File: src/rtl/uart_tx_core_param.sv
// UART transmitter with a write FIFO, runtime frame format (5-8 data bits, bit order,
// parity, 1/2 stop bits), fill level and sticky overflow. Optional break: UART_TX_BREAK_EN.
module uart_tx_core_param #(
  parameter int FIFO_DEPTH = 16,
  parameter int FIFO_AW    = 4
) (
  input  logic             clk,
  input  logic             rst,
  input  logic [7:0]       data_i,
  input  logic             n_we_i,
  output logic             p_full_o,
  output logic             p_empty_o,
  output logic [FIFO_AW:0] Level_o,
  output logic             p_Overflow_o,
  input  logic             p_OvfClr_i,
  input  logic             p_BaudSig_i,
  input  logic [1:0]       DataLen_i,
  input  logic             p_BigEnd_i,
  input  logic             p_ParityEnable_i,
  input  logic             ParityMethod_i,
  input  logic             p_TwoStop_i,
`ifdef UART_TX_BREAK_EN
  input  logic             p_Break_i,
`endif
  output logic             p_Busy_o,
  output logic             Tx_o
);

  typedef enum logic [2:0] {
    ST_IDLE, ST_START, ST_DATA, ST_PARITY, ST_STOP1, ST_STOP2
  } state_t;

  localparam logic [FIFO_AW:0] LP_DEPTH = (FIFO_AW+1)'(FIFO_DEPTH);

  logic [7:0]         r_mem [FIFO_DEPTH];
  logic [FIFO_AW-1:0] r_wr_ptr, r_rd_ptr;
  logic [FIFO_AW:0]   r_level;
  logic               r_ovf;

  state_t     r_state;
  logic       r_tx, r_busy;
  logic [7:0] r_shift;
  logic [2:0] r_bit_cnt;
  logic       r_par;
  logic [1:0] r_len;
  logic       r_par_en, r_par_odd, r_two_stop;

  logic       w_full, w_empty, w_wr, w_pop, w_break;
  logic [7:0] w_head, w_rev, w_load;
  logic [2:0] w_last_idx;

`ifdef UART_TX_BREAK_EN
  assign w_break = p_Break_i;
`else
  assign w_break = 1'b0;
`endif

  assign w_full     = (r_level == LP_DEPTH);
  assign w_empty    = (r_level == '0);
  assign w_wr       = !n_we_i && !w_full;
  assign w_head     = r_mem[r_rd_ptr];
  assign w_last_idx = 3'(r_len) + 3'd4;

  // Pop only at a frame start: from IDLE, or straight out of the last stop bit.
  assign w_pop = p_BaudSig_i && !w_empty &&
                 (((r_state == ST_IDLE) && !w_break) ||
                  ((r_state == ST_STOP1) && !r_two_stop) ||
                  (r_state == ST_STOP2));

  // The shift register always sends bit 0 first, so MSB-first frames are reversed on load.
  always_comb begin
    // NOTE: every always_comb output gets a default first so no path can infer a latch.
    w_rev = '0;
    case (DataLen_i)
      2'b00: w_rev = {3'b000, w_head[0], w_head[1], w_head[2], w_head[3], w_head[4]};
      2'b01: w_rev = {2'b00, w_head[0], w_head[1], w_head[2], w_head[3], w_head[4], w_head[5]};
      2'b10: w_rev = {1'b0, w_head[0], w_head[1], w_head[2], w_head[3], w_head[4], w_head[5],
                      w_head[6]};
      default: w_rev = {w_head[0], w_head[1], w_head[2], w_head[3], w_head[4], w_head[5],
                        w_head[6], w_head[7]};
    endcase
    w_load = p_BigEnd_i ? w_rev : w_head;
  end

  // NOTE: FIFO storage has no reset; the pointers and level alone define its contents.
  always_ff @(posedge clk) begin
    if (w_wr) r_mem[r_wr_ptr] <= data_i;
  end

  always_ff @(posedge clk or negedge rst) begin
    // NOTE: sequential state uses non-blocking assignments so every register samples pre-edge values.
    if (!rst) begin
      r_wr_ptr <= '0;
      r_rd_ptr <= '0;
      r_level  <= '0;
      r_ovf    <= 1'b0;
    end else begin
      if (w_wr)  r_wr_ptr <= r_wr_ptr + 1'b1;
      if (w_pop) r_rd_ptr <= r_rd_ptr + 1'b1;
      case ({w_wr, w_pop})
        2'b10:   r_level <= r_level + 1'b1;
        2'b01:   r_level <= r_level - 1'b1;
        default: r_level <= r_level;
      endcase
      if (!n_we_i && w_full) r_ovf <= 1'b1;
      else if (p_OvfClr_i)   r_ovf <= 1'b0;
    end
  end

  always_ff @(posedge clk or negedge rst) begin
    if (!rst) begin
      r_state    <= ST_IDLE;
      r_tx       <= 1'b1;
      r_busy     <= 1'b0;
      r_shift    <= '0;
      r_bit_cnt  <= '0;
      r_par      <= 1'b0;
      r_len      <= '0;
      r_par_en   <= 1'b0;
      r_par_odd  <= 1'b0;
      r_two_stop <= 1'b0;
    end else if (w_pop) begin
      r_state    <= ST_START;
      r_tx       <= 1'b0;
      r_busy     <= 1'b1;
      r_shift    <= w_load;
      r_par      <= 1'b0;
      r_len      <= DataLen_i;
      r_par_en   <= p_ParityEnable_i;
      r_par_odd  <= ParityMethod_i;
      r_two_stop <= p_TwoStop_i;
    end else begin
      case (r_state)
        ST_IDLE: begin
          r_tx   <= !w_break;
          r_busy <= w_break;
        end
        ST_START: if (p_BaudSig_i) begin
          r_tx      <= r_shift[0];
          r_par     <= r_par ^ r_shift[0];
          r_shift   <= {1'b0, r_shift[7:1]};
          r_bit_cnt <= '0;
          r_state   <= ST_DATA;
        end
        ST_DATA: if (p_BaudSig_i) begin
          if (r_bit_cnt == w_last_idx) begin
            if (r_par_en) begin
              r_tx    <= r_par ^ r_par_odd;
              r_state <= ST_PARITY;
            end else begin
              r_tx    <= 1'b1;
              r_state <= ST_STOP1;
            end
          end else begin
            r_tx      <= r_shift[0];
            r_par     <= r_par ^ r_shift[0];
            r_shift   <= {1'b0, r_shift[7:1]};
            r_bit_cnt <= r_bit_cnt + 1'b1;
          end
        end
        ST_PARITY: if (p_BaudSig_i) begin
          r_tx    <= 1'b1;
          r_state <= ST_STOP1;
        end
        ST_STOP1: if (p_BaudSig_i) begin
          if (r_two_stop) begin
            r_state <= ST_STOP2;
          end else begin
            r_state <= ST_IDLE;
            r_busy  <= 1'b0;
          end
        end
        ST_STOP2: if (p_BaudSig_i) begin
          r_state <= ST_IDLE;
          r_busy  <= 1'b0;
        end
        default: r_state <= ST_IDLE;
      endcase
    end
  end

  assign p_full_o     = w_full;
  assign p_empty_o    = w_empty;
  assign Level_o      = r_level;
  assign p_Overflow_o = r_ovf;
  assign p_Busy_o     = r_busy;
  assign Tx_o         = r_tx;

endmodule

File: config.mk
export PLATFORM = sky130hd
export DESIGN_NAME = uart_tx_core_param
export DESIGN_NICKNAME = d
export VERILOG_FILES = /design/src/rtl/uart_tx_core_param.sv
export SDC_FILE = /design/constraint.sdc
export NUM_CORES = 1
export LEC_CHECK = 0
export CORE_UTILIZATION = 45
export CTS_BUF_LIST = sky130_fd_sc_hd__clkbuf_8
export DETAILED_ROUTE_END_ITERATION = 6
export GPL_TIMING_DRIVEN = 0
export PLACE_DENSITY = 0.66
export SYNTH_ARGS = -nofsm -noshare
export SYNTH_HDL_FRONTEND = slang
export SYNTH_SLANG_ARGS = --single-unit
File: constraint.sdc
create_clock -name clk -period 7 [get_ports clk]
set_clock_uncertainty 0.15 [all_clocks]
set_input_delay 1.4 -clock clk [delete_from_list [all_inputs] [get_ports clk]]
set_output_delay 1.4 -clock clk [all_outputs]
set_load 0.1 [all_outputs]
Yosys cells after proc, flatten, opt, wreduce, memory -nomap -nowiden
Memories as Yosys holds them, arrays and structs flattened.
Cells that the tools add are included.
Widths: inputs -> output; s select.
{ "word_totals": {"reg_bits": 36, "inputBits": 19, "ram_bits": 128, "out_inout_bits": 10, "memories": 1, "word_cells": 114} }
{ "memory_table": {"columns": ["name", "words", "word_bits", "read_ports", "rd_ports_with_merged_regs", "wr", "line", "source"], "rows": [
  ["r_mem", 16, 8, 1, 0, 1, "35", "logic [7:0] r_mem [FIFO_DEPTH];"]
]} }
{ "classes": {"reduce_logical": 25, "add_sub_neg": 6, "mux": 42, "bitwise_logic": 3, "n_eq_ne": 23} }
{ "ops": {"columns": ["op", "n"], "rows": [
  ["$mux 8", 5],
  ["$mux 3", 11],
  ["$ne 3x3->1 const B", 8],
  ["$pmux 8 s3", 1],
  ["$mux 1", 18],
  ["$pmux 3 s6", 1],
  ["$pmux 8 s2", 1],
  ["$reduce_and 4->1", 3],
  ["$pmux 5 s2", 1],
  ["$add 4x1->4 const B", 2],
  ["$ne 2x2->1 const B", 4],
  ["$reduce_and 7->1", 1],
  ["$eq 3x2->1 const B", 2],
  ["$eq 3x3->1 const B", 2],
  ["$pmux 3 s2", 1],
  ["$reduce_bool 2->1", 3],
  ["$add 5x1->5 const B", 1],
  ["$eq 5x5->1 const B", 1],
  ["$logic_and 1x1->1", 5],
  ["$logic_not 5->1", 1],
  ["$reduce_and 5->1", 1],
  ["$reduce_bool 5->1", 1],
  ["$sub 5x1->5 const B", 1],
  ["$eq 2x1->1 const B", 2],
  ["16 further kinds", 22]
]} }

Longest topological paths before layout
{ "depth": {"depth_word": 7, "depth_mapped": 16, "ltp_nobuf": 14} }

Least setup slack after synthesis
No wires, ideal clock.
{ "synth_path": {"path_type": "reg2reg", "start": "reg r_level[1], in the netlist Level_o[1]", "end": "reg r_level[4], in the netlist Level_o[4]", "path_slack_ns": 2.648, "path_buffers": 2, "arrival_ns": 4.040, "setup_ns": 0.162, "stages_incl_launch_ff": 17, "t_required_ns": 6.688, "synth_period_minus_slack_ns": 4.352, "cell_sequence": "dfrtp_1 -> clkbuf_1 -> nor4_1 -> nand2_1 -> inv_1 -> nor2_1 -> inv_1 -> ha_1 -> clkbuf_1 -> xor2_1 -> ha_1 -> o21a_1 -> o22a_1 -> a21oi_1 -> xor2_1 -> nor2_1 -> xor2_1"} }
{ "synth_between": {"elab_cells_between_ends": 13, "classes_between": "add/sub (2); eq/ne (3); mux (1); reduce/logical (7)"} }
{ "synth_rtl": {"columns": ["item", "line", "source"], "rows": [
  ["start, declared", "37", "logic [FIFO_AW:0] r_level;"],
  ["start signal, assigned", "101", "2'b10: r_level <= r_level + 1'b1;"],
  ["start signal, assigned", "102", "2'b01: r_level <= r_level - 1'b1;"],
  ["start signal, assigned", "103", "default: r_level <= r_level;"],
  ["$eq 5x5->1 *", "58", "assign w_full = (r_level == LP_DEPTH);"],
  ["via p_full_o", "11", "output logic p_full_o,"],
  ["$logic_not 1->1 *", "60", "assign w_wr = !n_we_i && !w_full;"],
  ["$logic_and 1x1->1 *", "60", null],
  ["$eq 2x1->1 / $eq 2x2->1 (equally long branches)", "100", "case ({w_wr, w_pop})"],
  ["$pmux 5 s2 / $reduce_bool 2->1 (equally long branches)", null, null]
]} }
The timed path passes the listed nets; every way through them passes the cells marked *.
A chain may end at the register's enable or synchronous reset.

Worst setup path after layout
{ "layout_path": {"start": "in p_BaudSig_i", "end": "reg r_level[4], in the netlist Level_o[4]"} }
{ "layout_between": {"elab_chain_len": 4, "elab_cells_between_ends": 6, "classes_between": "eq/ne (2); mux (1); reduce/logical (3)"} }
{ "layout_rtl": {"columns": ["item", "line", "source"], "rows": [
  ["start, declared", "16", "input logic p_BaudSig_i,"],
  ["$logic_and 1x1->1 * (2 in a row)", "65", "assign w_pop = p_BaudSig_i && !w_empty &&"],
  ["via w_pop", "48", "logic w_full, w_empty, w_wr, w_pop, w_break;"],
  ["$eq 2x1->1 / $eq 2x2->1 (equally long branches)", "100", null],
  ["$pmux 5 s2 / $reduce_bool 2->1 (equally long branches)", null, null]
]} }
Marks and branches as above.

==> results.yml <==
critical_path:
  cp.arrival_ns: 4.81
  slowest_delay_ns: 0.61
  crit_family: "buffers and inverters"
  crit_fanout: 11
  crit_chain: "clkdlybuf4s50_1, o2111ai_1, inv_2, buf_1, ha_1, clkbuf_1, xor2_1, ha_1, o21a_1, o22a_1, a21oi_1, xor2_1, nor2_1, xor2_1"
  required_ns: 7.18
  critical_path_class: "in -> reg"
  path_common_cell: "xor2_1"
  cp-start-kind: "input pin"
  end_kind: "flop"
  crit_slowest_cell: "clkdlybuf4s50_1"
  path_buf_inv: 4
cts:
  cts_max_path_buffers: 2
  htreeDepth: 4
  hold_buffers: 0
  cts_setup_buffers: 0
  clock_sinks: 164
  root_buffer: "clkbuf_8"
  ctsResizeCount: 0
  numCtsBuffers: 17
  cts_tree: "built"
  clk_pin_slew_ns: 0.09
  clock_latency_ns: 0.44
drt:
  dr_total_vias: 4446
  first_iter_violations: 347
  drt_pass1_iterations: 6
  wl_per_cell_um: 20.18
  wl_mm: 15.87
  via_per_inst: 5.656
  drc: 0
  drtAntennaViolNets: 0
grt:
  track_usage_pct: 19.96
  grt_max_degree: 37
  antenna_found_initial: 0
  grt.overflow.total: 0
  grt_pass1_wl_mm: 24.54
  grt_pass1_vias: 4419
floorplan:
  die_w_um: 131.0
  die_area_um2: 17160
  die_h_um: 131.0
  initial_core_util_pct: 46.63
  io_pins: 29
  num_rows: 46
  core_um2: 16060
timing:
  setup_tns_ns: 0
  max_freq_mhz: 215.8
  grt_setup_unrepaired: "false"
  finalSetupViolCount: 0
  layout_setup_ws_ns: 2.366
  post-route-period-util_pct: 66.19
  tightestPinTransition_ns: 1.092
  period_minus_slack_ns: 4.634
  relSlewSlack_pct: 26.91
  drv_slew: 0
  hold_violations: 0
synthesis:
  synth_ff_type: "edfxtp_1"
  synth_fp_nets: 541
  syn-instance-count: 512
  syn_avg_cell_area_um2: 14.62
  synth-edff-count: 128
  ys_seq_area_share_pct: 63.39
  syn_area_um2: 7487
  synth-async-reset-ratio_pct: 21.95
  ys_seq_elements: 164
  yosys_warnings: 0
  ys_types: 66
run:
  drv_cap: 0
power:
  leakage_nw: 3.011
  irDropWorstVdd_v: 0.0002189
  p_per_area_nw_per_um2: 432.9
  total_power_mw: 3.652
hold_path:
  min_path_type: "reg -> reg"
placement:
  place_hpwl_mm: 10.83
  numPortBuffers: 27
  pre_cts_ws_ns: 1.919
  placed_cells: 756
  place_congestion: 0.8132
finish:
  antennaDiodeCount: 0
  drive_gt1_share_pct: 15.09
  finalNonFillerCells: 786
  finalNetCount: 588
  final_common_cell: "edfxtp_1"
  syn_to_final_growth_pct: 12.68
  final_cell_mix: "edfxtp_1, nand2_1, nor2_1"
run_status:
  outcome: "finished clean"
## path summary, 6_finish.rpt
path	start	end	slack [ns]	depth (start not counted)
max	p_BaudSig_i	Level_o[4]	2.37	14
min	p_Busy_o	p_Busy_o	0.34	2
max reg2reg	r_state[2]	Level_o[4]	2.87	16
min reg2reg	p_Busy_o	p_Busy_o	0.34	2
max in group asynchronous	rst	Level_o[1]	5.22	1
min in group asynchronous	rst	r_state[1]	0.91	1
## cell families after synthesis
family | after synthesis | synth area share (%)
flops | 164 | 63.39
simple gates | 121 | 7.169
compound gates | 88 | 8.156
mux | 67 | 14.49
buf+inv | 45 | 3.142
xor+xnor | 17 | 1.989
fa+ha+maj | 10 | 1.671
## through the flow
stage | util, % | hold WS, ns | instance area (um^2)
after floorplan | - | 0.3165 | 7487
after global placement | 49.99 | 0.3121 | 8028
after detailed placement | 50.10 | 0.3223 | 8045
after CTS | 52.54 | 0.3439 | 8437
after global routing | 52.54 | 0.3811 | 8437
final | 52.54 | 0.3425 | 8437
## cell usage after synthesis (2+ instances only)
cell	n	area (um^2)
a21o_1	4	30.03
a21oi_1	18	90.09
a221oi_1	3	26.28
a22o_1	2	17.52
a22oi_1	6	45.04
a31oi_1	3	18.77
a32o_1	3	30.03
a32oi_1	2	17.52
and2_1	2	12.51
buf_1	3	11.26
buf_12	2	40.04
buf_2	9	45.04
clkbuf_1	13	48.80
dfrtp_1	35	875.8
edfxtp_1	128	3844
ha_1	10	125.1
inv_1	12	45.04
inv_2	2	7.510
mux2_2	13	146.4
mux2i_1	24	240.2
mux4_1	9	236.5
mux4_2	19	427.9
nand2_1	45	168.9
nand2b_1	7	43.79
nand3_1	7	35.03
nand4_1	3	18.77
nor2_1	37	138.9
nor2b_1	4	25.02
nor3_1	9	45.04
o21ai_0	9	45.04
o21ai_1	9	45.04
o221ai_1	2	17.52
o22ai_1	6	37.54
o31ai_1	5	37.54
xnor2_1	10	87.58
xor2_1	7	61.31
## flip-flops by register name, summed over array words and instances (netlist names), 2 cells and up
name	flops
r_mem	128
r_shift	8
Level_o	5
r_rd_ptr	4
r_wr_ptr	4
r_bit_cnt	3
r_state	3
r_len	2
## worst reg2reg max path: stages, from the launching register on
cell and delay, ns:
dfrtp_1 0.34, clkbuf_1 0.34, inv_1 0.17, a21oi_1 0.24, o2111ai_1 0.24, inv_2 0.26, buf_1 0.47, ha_1 0.28
clkbuf_1 0.30, xor2_1 0.12, ha_1 0.23, o21a_1 0.17, o22a_1 0.19, a21oi_1 0.17, xor2_1 0.15, nor2_1 0.06
xor2_1 0.15
## per-layer routing
| metal | share of wire, % | up-vias | global-route usage [%] |
|---|---|---|---|
| li1 | - | 2049 | - |
| met1 | 43 | 2249 | 25.54 |
| met2 | 51 | 131 | 34.17 |
| met3 | 4.5 | 17 | 4.316 |
| met4 | 1.1 | 0 | 5.882 |
| met5 | 0 | - | 0 |
## area by class of cell
| type | instances | area [um^2] |
|---|---|---|
| Tap cell | 216 | 270.3 |
| Inverter | 15 | 56.30 |
| Sequential cell | 164 | 4746 |
| Multi-Input combinational cell | 303 | 2521 |
| Clock inverter | 13 | 157.7 |
| Clock buffer | 17 | 234.0 |
| Fill cell | 1323 | 7621 |
| Timing Repair Buffer | 28 | 272.8 |
| Buffer | 30 | 178.9 |
## power by group
group	leakage (nW)	internal [mW]	switching (mW)
logic	1.21	0.640	0.997
registers	1.60	1.23	0.0975
clock network	0.205	0.350	0.336
total	3.01	2.22	1.43
Power figures use the tool's default switching activity.
